===== src/rtl/seg_scan_capture_pkg.sv =====
// Shared types and constants for the seven-segment scan capture block.
package seg_scan_capture_pkg;

    localparam int unsigned NUM_DIGITS = 8;

    typedef enum logic [1:0] {
        StIdle,
        StSettle,
        StHeld
    } state_e;

    localparam logic [6:0] SEG_BLANK = 7'h00;

    // Entry i is the gfedcba pattern for hex digit i (index 15 first).
    localparam logic [15:0][6:0] SEG_HEX = {
        7'h71, 7'h79, 7'h5E, 7'h39, 7'h7C, 7'h77, 7'h6F, 7'h7F,
        7'h07, 7'h7D, 7'h6D, 7'h66, 7'h4F, 7'h5B, 7'h06, 7'h3F
    };

endpackage


===== src/rtl/seg7_decode.sv =====
// Combinational seven-segment pattern to hex nibble decoder with blank/dp/bad flags.
module seg7_decode
    import seg_scan_capture_pkg::*;
(
    input  logic [7:0] seg,
    output logic [3:0] nibble,
    output logic       blank,
    output logic       dp,
    output logic       bad
);

    logic hit;

    always_comb begin
        nibble = 4'h0;
        hit    = 1'b0;
        for (int i = 0; i < 16; i++) begin
            if (seg[6:0] == SEG_HEX[i]) begin
                nibble = 4'(i);
                hit    = 1'b1;
            end
        end
    end

    assign blank = (seg[6:0] == SEG_BLANK);
    assign dp    = seg[7];
    assign bad   = !hit && !blank;

endmodule


===== src/rtl/seg_scan_capture.sv =====
// Rebuilds the displayed frame from a multiplexed 8-digit seven-segment scan.
module seg_scan_capture
    import seg_scan_capture_pkg::*;
#(
    parameter int unsigned SETTLE         = 4,
    parameter int unsigned TIMEOUT        = 1000,
    parameter bit          DIG_ACTIVE_LOW = 1'b1
) (
    input  logic        clk,
    input  logic        rst,
    input  logic [7:0]  seg,
    input  logic [7:0]  dig,
    output logic [31:0] code,
    output logic [7:0]  blank,
    output logic [7:0]  dp,
    output logic [7:0]  bad,
    output logic        frame_valid,
    output logic [15:0] frame_cnt,
    output logic        dig_err,
    output logic        stale
);

    localparam int unsigned CW = $clog2(SETTLE + 1);
    localparam int unsigned IW = $clog2(TIMEOUT + 1);
    // Input register resets to "nothing selected" so reset is not seen as multi-hot.
    localparam logic [7:0] DIG_IDLE = DIG_ACTIVE_LOW ? 8'hFF : 8'h00;

    logic [7:0]    seg_q, dig_q, prev_seg_q, prev_sel_q, sel;
    logic          multi, onehot, same, capture, complete;
    state_e        state_q, state_d;
    logic [CW-1:0] cnt_q, cnt_d;
    logic [IW-1:0] idle_q, idle_d;
    logic [31:0]   shd_code_q, shd_code_d, code_q;
    logic [7:0]    shd_blank_q, shd_blank_d, shd_dp_q, shd_dp_d, shd_bad_q, shd_bad_d;
    logic [7:0]    blank_q, dp_q, bad_q, mask_q, mask_d;
    logic          fv_q, dig_err_q, stale_q;
    logic [15:0]   frame_cnt_q;
    logic [3:0]    dec_nibble;
    logic          dec_blank, dec_dp, dec_bad;

    assign sel    = DIG_ACTIVE_LOW ? ~dig_q : dig_q;
    assign multi  = |(sel & (sel - 8'd1));
    assign onehot = (sel != 8'h00) && !multi;
    assign same   = (sel == prev_sel_q) && (seg_q == prev_seg_q);

    seg7_decode u_dec (
        .seg    (seg_q),
        .nibble (dec_nibble),
        .blank  (dec_blank),
        .dp     (dec_dp),
        .bad    (dec_bad)
    );

    // State register
    always_ff @(posedge clk or posedge rst) begin
        if (rst) begin
            state_q <= StIdle;
            cnt_q   <= '0;
        end else begin
            state_q <= state_d;
            cnt_q   <= cnt_d;
        end
    end

    // Next-state logic
    always_comb begin
        state_d = state_q;
        cnt_d   = cnt_q;
        if (!onehot) begin
            state_d = StIdle;
            cnt_d   = '0;
        end else begin
            case (state_q)
                StIdle: begin
                    state_d = StSettle;
                    cnt_d   = CW'(1);
                end
                StSettle: begin
                    if (!same) begin
                        cnt_d = CW'(1);
                    end else begin
                        cnt_d = cnt_q + 1'b1;
                        if (cnt_q == CW'(SETTLE - 1)) state_d = StHeld;
                    end
                end
                StHeld: begin
                    if (!same) begin
                        state_d = StSettle;
                        cnt_d   = CW'(1);
                    end
                end
                default: begin
                    state_d = StIdle;
                    cnt_d   = '0;
                end
            endcase
        end
    end

    // Output logic
    always_comb begin
        capture = onehot && (state_q == StSettle) && same && (cnt_q == CW'(SETTLE - 1));
    end

    always_comb begin
        shd_code_d  = shd_code_q;
        shd_blank_d = shd_blank_q;
        shd_dp_d    = shd_dp_q;
        shd_bad_d   = shd_bad_q;
        mask_d      = mask_q;
        complete    = 1'b0;
        if (capture) begin
            for (int i = 0; i < NUM_DIGITS; i++) begin
                if (sel[i]) begin
                    shd_code_d[4*i +: 4] = dec_nibble;
                    shd_blank_d[i]       = dec_blank;
                    shd_dp_d[i]          = dec_dp;
                    shd_bad_d[i]         = dec_bad;
                end
            end
            if ((mask_q | sel) == 8'hFF) begin
                mask_d   = 8'h00;
                complete = 1'b1;
            end else begin
                mask_d = mask_q | sel;
            end
        end
        if (capture) idle_d = '0;
        else if (idle_q == IW'(TIMEOUT)) idle_d = idle_q;
        else idle_d = idle_q + 1'b1;
    end

    always_ff @(posedge clk or posedge rst) begin
        if (rst) begin
            seg_q       <= 8'h00;
            dig_q       <= DIG_IDLE;
            prev_seg_q  <= 8'h00;
            prev_sel_q  <= 8'h00;
            shd_code_q  <= '0;
            shd_blank_q <= '0;
            shd_dp_q    <= '0;
            shd_bad_q   <= '0;
            mask_q      <= '0;
            idle_q      <= '0;
            code_q      <= '0;
            blank_q     <= '0;
            dp_q        <= '0;
            bad_q       <= '0;
            fv_q        <= 1'b0;
            frame_cnt_q <= '0;
            dig_err_q   <= 1'b0;
            stale_q     <= 1'b0;
        end else begin
            seg_q       <= seg;
            dig_q       <= dig;
            prev_seg_q  <= seg_q;
            prev_sel_q  <= sel;
            shd_code_q  <= shd_code_d;
            shd_blank_q <= shd_blank_d;
            shd_dp_q    <= shd_dp_d;
            shd_bad_q   <= shd_bad_d;
            mask_q      <= mask_d;
            idle_q      <= idle_d;
            fv_q        <= complete;
            dig_err_q   <= dig_err_q | multi;
            if (complete) begin
                code_q      <= shd_code_d;
                blank_q     <= shd_blank_d;
                dp_q        <= shd_dp_d;
                bad_q       <= shd_bad_d;
                frame_cnt_q <= frame_cnt_q + 16'd1;
                stale_q     <= 1'b0;
            end else if (idle_d == IW'(TIMEOUT)) begin
                stale_q <= 1'b1;
            end
        end
    end

    assign code        = code_q;
    assign blank       = blank_q;
    assign dp          = dp_q;
    assign bad         = bad_q;
    assign frame_valid = fv_q;
    assign frame_cnt   = frame_cnt_q;
    assign dig_err     = dig_err_q;
    assign stale       = stale_q;

endmodule

===== config.mk =====
export PLATFORM = sky130hd
export DESIGN_NAME = seg_scan_capture
export DESIGN_NICKNAME = d
export VERILOG_FILES = /design/src/rtl/seg_scan_capture_pkg.sv /design/src/rtl/seg7_decode.sv /design/src/rtl/seg_scan_capture.sv
export SDC_FILE = /design/constraint.sdc
export NUM_CORES = 1
export LEC_CHECK = 0
export BUFFER_PORTS_ARGS = -buffer_cell sky130_fd_sc_hd__buf_2
export CORE_UTILIZATION = 55
export CTS_CLUSTER_DIAMETER = 30
export DETAILED_ROUTE_END_ITERATION = 7
export PLACE_DENSITY = 0.85
export SETUP_SLACK_MARGIN = 0.1
export SLEW_MARGIN = 20
export SYNTH_ARGS = -nofsm -noshare
export SYNTH_HDL_FRONTEND = slang
export SYNTH_SLANG_ARGS = --single-unit

===== constraint.sdc =====
create_clock -name clk -period 8.7 [get_ports clk]
set_input_delay 1.74 -clock clk [delete_from_list [all_inputs] [get_ports clk]]
set_output_delay 1.74 -clock clk [all_outputs]
set_load 0.005 [all_outputs]

* Yosys cells after proc, flatten, opt, wreduce, memory -nomap -nowiden *
Index checks and enable logic that the tools add are counted.

cells by class
  bitwise gates (word level) = 4
  equality and inequality tests = 27
  $add $sub $neg = 4
  reduce and logical (&&, ||, !) cells = 15
  mux-type cells = 83

operators with widths
  operator                                                             number
  7-bit == test (second input constant)                                12
  4-bit 2-to-1 mux                                                     16
  1-bit 2-to-1 mux                                                     45
  32-bit 2-to-1 mux                                                    1
  8-bit 2-to-1 mux                                                     4
  3-bit 2-to-1 mux                                                     7
  10-bit == test (second input constant)                               2
  10-bit 2-to-1 mux                                                    2
  16-bit by 1-bit adder with 16-bit output (second input constant)     1
  8-bit == test                                                        2
  7-bit by 3-bit == test with 1-bit output (second input constant)     2
  7-bit by 6-bit == test with 1-bit output (second input constant)     2
  2-bit 2-to-1 mux                                                     6
  10-bit by 1-bit adder with 10-bit output (second input constant)     1
  3-bit inequality test (second input constant)                        3
  3-bit case mux with 3 select lines                                   1
  8-bit bitwise AND                                                    1
  8-bit == test (second input constant)                                1
  8-bit NOT                                                            1
  8-bit OR                                                             1
  8-bit nonzero test                                                   1
  8-bit OR reduction                                                   1
  8-bit by 1-bit subtractor with 8-bit output (second input constant)  1
  7-bit zero test                                                      1
  other kinds (11)                                                     18

word-level totals
  output and inout port bits = 75
  bits in registers = 186
  input bits = 18

* Depth between registers and ports, before layout *
Gate-level depths: netlist (run 1).

  depth after elaboration = 21
  depth in mapped cells = 9
  depth with buffers taken out = 8

* By module *
Synthesis (run 1) repeated with hierarchy kept, for this count alone.

unflattened totals
  cell total of the unflattened synthesis = 702
  area, all modules = 8254.2 µm²

by module, submodules not included
  module            area an instance (µm²)  times used  cells each
  seg_scan_capture  7872.6                  1           647
  seg7_decode       381.6                   1           55

* Worst setup path after synthesis (run 1) *
Ideal clock, no wire load.

  kind = reg2reg
  from = reg dig_q[0]
  to = reg shd_bad_q[4]
  stages on the path, launching flop included = 8
  period minus slack after synthesis = 2340 ps
  slack = 6360 ps
  arrival = 2215 ps
  path buffers = 1
  cell sequence = dfstp_2 xor2_1 nand4_1 nor4_4 nand4_4 buf_6 nor2_8 mux2_2

on the way
  longest elaborated chain between the ends = 10
  elaborated cells between the ends (all ways) = 13
  those cells by class = 1 x add/sub; 1 x eq/ne; 1 x mux; 2 x bitwise; 8 x reduce/logical

ends and longest elaborated chain
  what                                         line                     text
  from (decl)                                  seg_scan_capture.sv:28   logic [7:0] seg_q, dig_q, prev_seg_q, prev_sel_q, sel;
  from (signal assigned)                       seg_scan_capture.sv:155  dig_q <= dig;
  8-bit NOT (*)                                seg_scan_capture.sv:41   assign sel = DIG_ACTIVE_LOW ? ~dig_q : dig_q;
  8-bit by 1-bit subtractor with 8-bit output  seg_scan_capture.sv:42   assign multi = |(sel & (sel - 8'd1));
  8-bit bitwise AND                            seg_scan_capture.sv:42
  8-bit OR reduction                           seg_scan_capture.sv:42
  1-bit zero test                              seg_scan_capture.sv:43   assign onehot = (sel != 8'h00) && !multi;
  1-bit logical AND                            seg_scan_capture.sv:43
  1-bit logical AND                            seg_scan_capture.sv:102  capture = onehot && (state_q == StSettle) && same && (cnt_q == CW'(SETTLE - 1));
  1-bit logical AND (*) (2 in a row)           seg_scan_capture.sv:102
  8-bit 2-to-1 mux (*)                         seg_scan_capture.sv:112  if (capture) begin
  named net shd_bad_d[4]                       seg_scan_capture.sv:34   logic [7:0] shd_blank_q, shd_blank_d, shd_dp_q, shd_dp_d, shd_bad_q, shd_bad_d;
  to (signal assigned)                         seg_scan_capture.sv:142  shd_bad_q <= '0;
  to (signal assigned)                         seg_scan_capture.sv:161  shd_bad_q <= shd_bad_d;
  to (decl)                                    seg_scan_capture.sv:34

The timed path passes the listed nets; every way through them passes the cells marked *.
A chain may end at the register's enable or synchronous reset.

* Final worst setup path (run 1) *
  from = reg dig_q[0]
  to = reg bad_q[0], in the netlist bad[0]

on the way
  longest elaborated chain between the ends = 10
  elaborated cells between the ends (all ways) = 18
  those cells by class = 1 x add/sub; 2 x eq/ne; 4 x mux; 3 x bitwise; 8 x reduce/logical

ends and longest elaborated chain
  what                                                         line                     text
  8-bit NOT (*)                                                seg_scan_capture.sv:41
  8-bit by 1-bit subtractor with 8-bit output                  seg_scan_capture.sv:42
  8-bit bitwise AND                                            seg_scan_capture.sv:42
  8-bit OR reduction                                           seg_scan_capture.sv:42
  1-bit zero test                                              seg_scan_capture.sv:43
  1-bit logical AND                                            seg_scan_capture.sv:43
  1-bit logical AND (3 in a row)                               seg_scan_capture.sv:102
  8-bit 2-to-1 mux / 1-bit 2-to-1 mux (equally long branches)  seg_scan_capture.sv:112
  to (signal assigned)                                         seg_scan_capture.sv:148  bad_q <= '0;
  to (signal assigned)                                         seg_scan_capture.sv:170  bad_q <= shd_bad_d;
  to (decl)                                                    seg_scan_capture.sv:35   logic [7:0] blank_q, dp_q, bad_q, mask_q, mask_d;

Every way passes the cells marked *; elsewhere a longest branch is shown, timed or not.

==> results.toml, run 1 <==
[logic_synthesis]
synthesis.instances = 715
synth.net_count = 738
synth-seq-area-share_pct = 56.0
synth_commonest_cells = "sky130_fd_sc_hd__dfrtp_1, sky130_fd_sc_hd__nand2_1, sky130_fd_sc_hd__mux2_2"
synth.distinct_cells = 61
synth.area.top_cells = "sky130_fd_sc_hd__dfrtp_1, sky130_fd_sc_hd__mux2_2, sky130_fd_sc_hd__mux2i_1"
post-synth-top-count-cell = "sky130_fd_sc_hd__dfrtp_1"
netlist.top_cell.by_area = "sky130_fd_sc_hd__dfrtp_1"
syn_avg_cell_area_um2 = 11.6
ys_dominant_reg_cell = "sky130_fd_sc_hd__dfrtp_1"
netlist_area_mm2 = 0.00833
synth_warnings = 0
post_synth_edffs = 0
ys_async_sr_fraction_pct = 100
ys_seq_elements = 186
netlist.area_leader.share_pct = 53.5

[power_and_ir_drop]
power.leakage_uw = 0.00468
vdd.ir_drop.worst_mv = 0.141
power.total_uw = 1710
power-per-cell-area_mw_per_mm2 = 182

[cells_and_area]
num-nets-final = 812
layout.core_utilization_pct = 64.2
diodes = 0
filler_cells_inserted = 1105
final_layout_size_suffix_gt1_share_pct = 27.9
final_cell_area_mm2 = 0.00940
synthToLayoutAreaGrowth_pct = 13.0

[run_status]
violations = "design-rule violations"
status = "complete, but fails checks"

[placed_design]
hpwl_mm = 11.8
buffer_ports.inserted = 92
placed_cell_area_mm2 = 0.00882
place_worst_setup_slack_ns = 5.14
last_weighted_congestion_value_of_the_routability_driven_placer = 0.812

[sta]
rsz0062_at_grt = "no"
clock-skew-final_ns = 0.00843
achievable-frequency_mhz = 286
setup_total_negative_slack_ns = 0
timing_worst_slew_pin_value_ns = 1.02
finalCritPeriodShare_pct = 40.1
post_layout_worst_setup_margin_ns = 5.21
maxSlewHeadroom_pct = 31.2
timing.final.crit_period_ns = 3.49
slew_violations = 0
final_hold_vios = 0
report.final.setup_viol = 0

[critical_path]
timing_worst_setup_path_type = "reg2reg"
critPathLaunchType = "register"
critical_path_arrival_ns = 3.81
r2r-start = "dig_q[0]$_DFF_PP1_"
setup.worst_path.end_class = "register"
critical_path_peak_fanout = 49
r2r.worst_path.cells = 6
worstReg2RegEnd = "bad[0]$_DFFE_PP0P_"
critical_path_required_ns = 9.01
reg2reg_setup_slack_ns = 5.21

[grt]
grt_pass1_wl_mm = 29.4
globalRouteTotalUtil_pct = 24.3
grt_antenna_before_repair = 0
gr_ovfl_total = 0
number_of_global_route_vias_before_repair = 5597
largest_net_degree_at_the_start_of_global_routing = 122

[job]
max_cap_viol_count = 0

[clock_network]
postCtsSetupRepairBufs = 0
worstSkewPairLatency_ns = 0.43
post_cts_hold_buffer_count = 0
cts_resized = 0
path_clk_slew_ns = 0.07
cts_sink_cnt = 186
cts_buffers = 17
cts.root.buffer_cell = "sky130_fd_sc_hd__clkbuf_16"
tritoncts = "yes"
cts-root-to-sink-buffers = 2
htree_levels = 4

[hold_path]
min_delay_path_depth = 1
worst_hold_end = "frame_cnt[15]$_DFFE_PP0P_"
hold_class = "reg2reg"
holdCritStartpoint = "frame_cnt[15]$_DFFE_PP0P_"

[detailed_routing]
total_routed_wirelength_mm = 17.7
drtAntennaViolNets = 0
first_pass_iters = 7
routed-via-count = 5714
remaining_drc_errors = 14
viasPerCell = 5.80
initialDrtViolationCount = 521
post_drt_wl_per_cell_um = 18.0

[floorplanning]
design.portCount = 93
core.rowCount = 44
floorplan.core_area_mm2 = 0.0146
die_w_um = 125
dieArea_mm2 = 0.0156
initial_utilization_pct = 56.9
fp.dieH_um = 125
-- sequential cells by signal, indices dropped and copies added, names as in the netlist, 10 cells and up --
register,cells
frame_cnt,16
code,32
idle_q,10
shd_code_q,32
-- per-layer routing --
layer	up-vias	global-route usage (%)	share of wire (%)
li1	2645	-	-
met1	2845	32.4	44
met2	203	39.0	49
met3	21	5.56	5.4
met4	0	9.33	1.9
met5	-	0	0
-- how the worst max path moves through the flow --
| stage | from | to | cells past startpoint | slack, ns |
|---|---|---|---|---|
| 6_report | dig_q[0]$_DFF_PP1_ | bad[0]$_DFFE_PP0P_ | 6 | 5.21 |
| 3_3_place_gp | rst | prev_seg_q[5]$_DFF_PP0_ | 3 | 5.17 |
| 3_5_place_dp | rst | prev_seg_q[0]$_DFF_PP0_ | 3 | 5.14 |
| 4_1_cts | dig_q[0]$_DFF_PP1_ | bad[0]$_DFFE_PP0P_ | 6 | 5.17 |
| 5_1_grt | dig_q[4]$_DFF_PP1_ | bad[0]$_DFFE_PP0P_ | 6 | 4.97 |
| 2_1_floorplan | rst | bad[0]$_DFFE_PP0P_ | 1 | 1.92 |
-- cell families after synthesis --
group	count (synthesis)	synth area share (%)
fa+ha+maj	6	0.872
simple gates	204	13.6
compound gates	115	8.24
buf+inv	62	3.82
xor+xnor	43	4.52
mux	99	12.9
flops	186	56.0
-- placed cells by master (no fill, tap or decap), types with 19 or more instances in the layout --
master / n
sky130_fd_sc_hd__mux2_2: 65
sky130_fd_sc_hd__dfrtp_1: 178
sky130_fd_sc_hd__o21ai_0: 56
sky130_fd_sc_hd__xnor2_1: 19
sky130_fd_sc_hd__buf_2: 92
sky130_fd_sc_hd__nor2_1: 44
sky130_fd_sc_hd__xor2_1: 24
sky130_fd_sc_hd__mux2i_1: 34
sky130_fd_sc_hd__nand2_1: 73
sky130_fd_sc_hd__a21oi_1: 20
-- area by class of cell --
| cell class | count | area [um2] | share of cell area (%) |
|---|---|---|---|
| well taps | 184 | 230 | 2.45 |
| multi-input cells | 467 | 3350 | 35.6 |
| inverters | 22 | 106 | 1.13 |
| clock inverters | 8 | 96.3 | 1.02 |
| flip-flops and latches | 186 | 4660 | 49.6 |
| repair buffers | 95 | 483 | 5.14 |
| clock buffers | 24 | 472 | 5.02 |
-- per-stage QoR --
stage	hold slack (ns)	instances
2_1_floorplan	0.352	715
3_3_place_gp	0.454	954
3_5_place_dp	0.465	954
4_1_cts	0.479	986
5_1_grt	0.488	986
6_report	0.470	986
-- power by group --
group	total [uW]	internal (uW)	switching, uW
clock	751	437	314
combinational	62.0	19.6	42.4
sequential	895	874	20.5
-- critical path, stage by stage, from the launching register on --
cell and delay (ns):
sky130_fd_sc_hd__dfstp_2 0.79, sky130_fd_sc_hd__xor2_1 0.19, sky130_fd_sc_hd__nand4_1 0.16, sky130_fd_sc_hd__nor4_4 0.58
sky130_fd_sc_hd__nand4_4 0.62, sky130_fd_sc_hd__nand2b_4 0.60, sky130_fd_sc_hd__mux2_2 0.43
No activity file was read; power rests on OpenSTA's default activity.
==> run 2, diff against run 1 <==
clock period = 3.4 ns   (was 8.7 ns; I/O delays follow)
==> results.toml, run 2 (synthesis gave the netlist of run 1 again) <==
[cells_and_area]
most_common_cell_after_layout_fill_and_taps_aside = "sky130_fd_sc_hd__dfrtp_1"
multiInputGateArea_mm2 = 0.00335
synthToLayoutAreaGrowth_pct = 14.5
filler_cells_inserted = 1102
num-nets-final = 824
diodes = 0
final_layout_size_suffix_gt1_share_pct = 29.3
most_frequent_cells_in_the_layout = "sky130_fd_sc_hd__dfrtp_1, sky130_fd_sc_hd__buf_2, sky130_fd_sc_hd__nand2_1"
layout.area.seq_mm2 = 0.00466
finalNonFillerCells = 997

[floorplanning]
dieArea_mm2 = 0.0156
fp.dieH_um = 125
floorplan.core_area_mm2 = 0.0146
design.portCount = 93
die_w_um = 125
core.rowCount = 44
initial_utilization_pct = 56.9

[hold_path]
hold_class = "in2async"

[placed_design]
place_worst_setup_slack_ns = 0.533
last_weighted_congestion_value_of_the_routability_driven_placer = 0.851
place.detailed.instances = 965
hpwl_mm = 12.1
buffer_ports.inserted = 92

[power_and_ir_drop]
power.total_uw = 4420
power.switching_uw = 1020
power-per-cell-area_mw_per_mm2 = 464
internal_power_consumption_uw = 3400
power.leakage_uw = 0.00474
seq_power_share_pct = 51.6
power.switching_fraction_pct = 23.1
vdd.ir_drop.worst_mv = 0.378
power.combinational.fraction_pct = 3.9
p_clk_share_pct = 44.4

[sta]
timing.final.crit_period_ns = 2.89
maxSlewHeadroom_pct = 35.3
final_hold_vios = 0
whs_ns = 0.330
slew_violations = 0
achievable-frequency_mhz = 346
post_layout_worst_setup_margin_ns = 0.510
timing_worst_slew_pin_value_ns = 0.962
finalCritPeriodShare_pct = 85.0
report.final.setup_viol = 0
clock-skew-final_ns = 0.0173
setup_total_negative_slack_ns = 0
rsz0062_at_grt = "no"

[clock_network]
htree_levels = 4
tritoncts = "yes"
postCtsSetupRepairBufs = 0
cts_resized = 0
cts-root-to-sink-buffers = 2
cts_sink_cnt = 186
cts.root.buffer_cell = "sky130_fd_sc_hd__clkbuf_16"
cts_buffers = 17
worstSkewPairLatency_ns = 0.44
post_cts_hold_buffer_count = 0
path_clk_slew_ns = 0.07

[run_status]
status = "complete, but fails checks"
violations = "design-rule violations"

[grt]
number_of_global_route_vias_before_repair = 5795
grt_antenna_before_repair = 0
globalRouteTotalUtil_pct = 25.0
largest_net_degree_at_the_start_of_global_routing = 187
gr_ovfl_total = 0
grt_pass1_wl_mm = 30.3

[detailed_routing]
remaining_drc_errors = 14
viasPerCell = 5.77
routed-via-count = 5757
initialDrtViolationCount = 393
drtAntennaViolNets = 0
post_drt_wl_per_cell_um = 18.6
first_pass_iters = 6
total_routed_wirelength_mm = 18.5

[critical_path]
setup.worst_path.end_class = "register"
critical_path_peak_fanout = 40
critical_path_arrival_ns = 3.18
timing_worst_setup_path_type = "reg2reg"
critPathLaunchType = "register"
critical_path_required_ns = 3.69

[job]
max_cap_viol_count = 0
==> run 2: area by class of cell <==
type | instances | share of cell area, %
Sequential cell | 186 | 48.9
Tap cell | 184 | 2.42
Clock inverter | 12 | 1.47
Timing Repair Buffer | 107 | 6.35
Inverter | 22 | 1.08
Multi-Input combinational cell | 467 | 35.1
Clock buffer | 19 | 4.65
==> run 2: metrics by stage <==
step	util (%)	instance area, um2
after detailed placement	60.9	8920
after CTS	64.9	9500
after floorplan	-	8330
after global placement	60.9	8920
after global routing	65.1	9530
final	65.1	9530
==> run 2: final timing paths <==
path / start / to / slack (ns) / cells past startpoint
max: dig_q[0]$_DFF_PP1_ / code[11]$_DFFE_PP0P_ / 0.51 / 7
min: rst / seg_q[1]$_DFF_PP0_ / 0.33 / 3
max reg2reg: dig_q[0]$_DFF_PP1_ / code[11]$_DFFE_PP0P_ / 0.51 / 7
min reg2reg: frame_cnt[15]$_DFFE_PP0P_ / frame_cnt[15]$_DFFE_PP0P_ / 0.47 / 1
max in group asynchronous: rst / shd_blank_q[0]$_DFF_PP0_ / 2.18 / 4
min in group clk: dig[5] / dig_q[5]$_DFF_PP1_ / 0.34 / 1
==> run 2: power groups by stage <==
stage	logic (uW)	clock network [uW]	registers, uW
after floorplan	149	0	2290
after global placement	168	0	2320
after detailed placement	170	0	2320
after CTS	170	1990	2280
after global routing	193	2080	2290
final	173	1970	2280
==> run 2: layer usage <==
layer / global-route usage (%) / share of wire (%) / vias to the layer above / routed length [um]
li1: - / - / 2651 / -
met1: 32.0 / 43 / 2902 / 7960
met2: 41.7 / 49 / 175 / 9140
met3: 5.39 / 5.2 / 29 / 963
met4: 9.97 / 2.5 / 0 / 458
met5: 0 / 0 / - / 0
==> run 2: worst max-delay path: stages, from the launching register on <==
cell                       delay (ns)
sky130_fd_sc_hd__dfstp_2         0.79
sky130_fd_sc_hd__nand3_1         0.26
sky130_fd_sc_hd__xor2_1          0.22
sky130_fd_sc_hd__a311o_1         0.46
sky130_fd_sc_hd__nand4_4         0.18
sky130_fd_sc_hd__nand2b_4        0.25
sky130_fd_sc_hd__buf_4           0.39
sky130_fd_sc_hd__o21ai_0         0.19
==> run 3, diff against run 2 <==
clock period = 2.7 ns   (was 3.4 ns; I/O delays follow)
==> results.toml, run 3 (synthesis gave the netlist of run 1 again) <==
[placed_design]
buffer_ports.inserted = 92
hpwl_mm = 12.4
last_weighted_congestion_value_of_the_routability_driven_placer = 0.855
placed_cell_area_mm2 = 0.00911

[sta]
finalCritPeriodShare_pct = 95.4
report.final.setup_viol = 0
timing.final.crit_period_ns = 2.58
achievable-frequency_mhz = 388
rsz0062_at_grt = "no"
final_hold_vios = 0
clock-skew-final_ns = 0.00974
whs_ns = 0.0142
maxSlewHeadroom_pct = 52.7
slew_violations = 0
timing_worst_slew_pin_value_ns = 0.710

[clock_network]
tritoncts = "yes"
cts.root.buffer_cell = "sky130_fd_sc_hd__clkbuf_16"
cts-root-to-sink-buffers = 2
htree_levels = 4
cts_sink_cnt = 186
path_clk_slew_ns = 0.07
cts_buffers = 17
worstSkewPairLatency_ns = 0.44

[detailed_routing]
first_pass_iters = 7
viasPerCell = 5.76
remaining_drc_errors = 14
post_drt_wl_per_cell_um = 18.6
drtAntennaViolNets = 0
routed-via-count = 5888
total_routed_wirelength_mm = 19.1
initialDrtViolationCount = 457

[power_and_ir_drop]
power.leakage_uw = 0.00492
vdd.ir_drop.worst_mv = 0.493
power-per-cell-area_mw_per_mm2 = 592
power.total_uw = 5820

[grt]
gr_ovfl_total = 0
globalRouteTotalUtil_pct = 24.9
number_of_global_route_vias_before_repair = 5781
largest_net_degree_at_the_start_of_global_routing = 133
grt_antenna_before_repair = 0
grt_pass1_wl_mm = 30.0

[cells_and_area]
synthToLayoutAreaGrowth_pct = 18.0
final_layout_size_suffix_gt1_share_pct = 31.8
most_common_cell_after_layout_fill_and_taps_aside = "sky130_fd_sc_hd__dfrtp_1"
most_frequent_cells_in_the_layout = "sky130_fd_sc_hd__dfrtp_1, sky130_fd_sc_hd__buf_2, sky130_fd_sc_hd__nand2_1"
num-nets-final = 849
final_cell_area_mm2 = 0.00982
diodes = 0

[floorplanning]
dieArea_mm2 = 0.0156
floorplan.core_area_mm2 = 0.0146
die_w_um = 125
core.rowCount = 44
initial_utilization_pct = 56.9
design.portCount = 93
fp.dieH_um = 125

[critical_path]
critical_path_arrival_ns = 2.90
timing_worst_setup_path_type = "reg2reg"
critPathLaunchType = "register"
critical_path_required_ns = 3.03
critical_path_peak_fanout = 8
setup.worst_path.end_class = "register"

[job]
max_cap_viol_count = 0

[hold_path]
hold_class = "in2async"

[run_status]
status = "complete, but fails checks"
violations = "design-rule violations"
## run 3: final timing paths
| check | startpoint | to | slack (ns) | depth (start not counted) |
|---|---|---|---|---|
| max in group asynchronous | rst | frame_cnt[1]$_DFFE_PP0P_ | 1.74 | 3 |
| setup reg to reg | dig_q[7]$_DFF_PP1_ | shd_bad_q[1]$_DFF_PP0_ | 0.12 | 9 |
| setup / recovery | dig_q[7]$_DFF_PP1_ | shd_bad_q[1]$_DFF_PP0_ | 0.12 | 9 |
| hold reg to reg | dp[6]$_DFFE_PP0P_ | dp[6]$_DFFE_PP0P_ | 0.48 | 2 |
| hold / removal | rst | seg_q[3]$_DFF_PP0_ | 0.01 | 2 |
| min in group clk | seg[3] | seg_q[3]$_DFF_PP0_ | 0.20 | 1 |
## run 3: critical path, stage by stage (launching register included)
cell and delay, ns:
sky130_fd_sc_hd__dfstp_2 0.60, sky130_fd_sc_hd__xor2_1 0.19, sky130_fd_sc_hd__nand4_1 0.22, sky130_fd_sc_hd__nor4_4 0.36, sky130_fd_sc_hd__buf_4 0.17, sky130_fd_sc_hd__nand4_4 0.10
sky130_fd_sc_hd__buf_6 0.18, sky130_fd_sc_hd__nor2_2 0.14, sky130_fd_sc_hd__buf_6 0.16, sky130_fd_sc_hd__mux2_2 0.33
## run 3: area by class of cell
cell class | count | area (um2)
Fill cell | 1054 | 4820
Sequential cell | 186 | 4660
Multi-Input combinational cell | 467 | 3360
Timing Repair Buffer | 132 | 823
Clock buffer | 18 | 439
Tap cell | 184 | 230
Clock inverter | 14 | 205
Inverter | 22 | 103
## run 3: per-layer routing
layer	up-vias	track usage, %	wire [um]
li1	2700	-	-
met1	2960	32.8	8220
met2	190	39.6	9240
met3	38	5.86	1080
met4	0	10.8	522
met5	-	0	0
## run 3: power breakdown
| part | switching, uW | internal [uW] | leakage (uW) |
|---|---|---|---|
| clock network | 1170 | 1530 | 0.000312 |
| registers | 29.6 | 2810 | 0.00250 |
| logic | 188 | 87.6 | 0.00211 |
## run 3: through the flow
step	cells	utilization (%)	worst slack [ns]	TNS, ns
6_report	1023	67.1	0.124	0
2_1_floorplan	715	-	-0.226	-40.22
3_5_place_dp	987	62.2	0.0442	0
3_3_place_gp	987	62.2	0.134	0
5_1_grt	1023	67.1	0.0231	0
4_1_cts	1020	66.7	0.122	0
## run 3: repair_timing
| action | in CTS | in global routing |
|---|---|---|
| endpoints found under the setup margin | 2 | 48 |
| cloned | 0 | 1 |
| setup buffers | 1 | 2 |
| hold buffers | 0 | 0 |
| pin swaps | 1 | 3 |
| resized for setup | 0 | 5 |
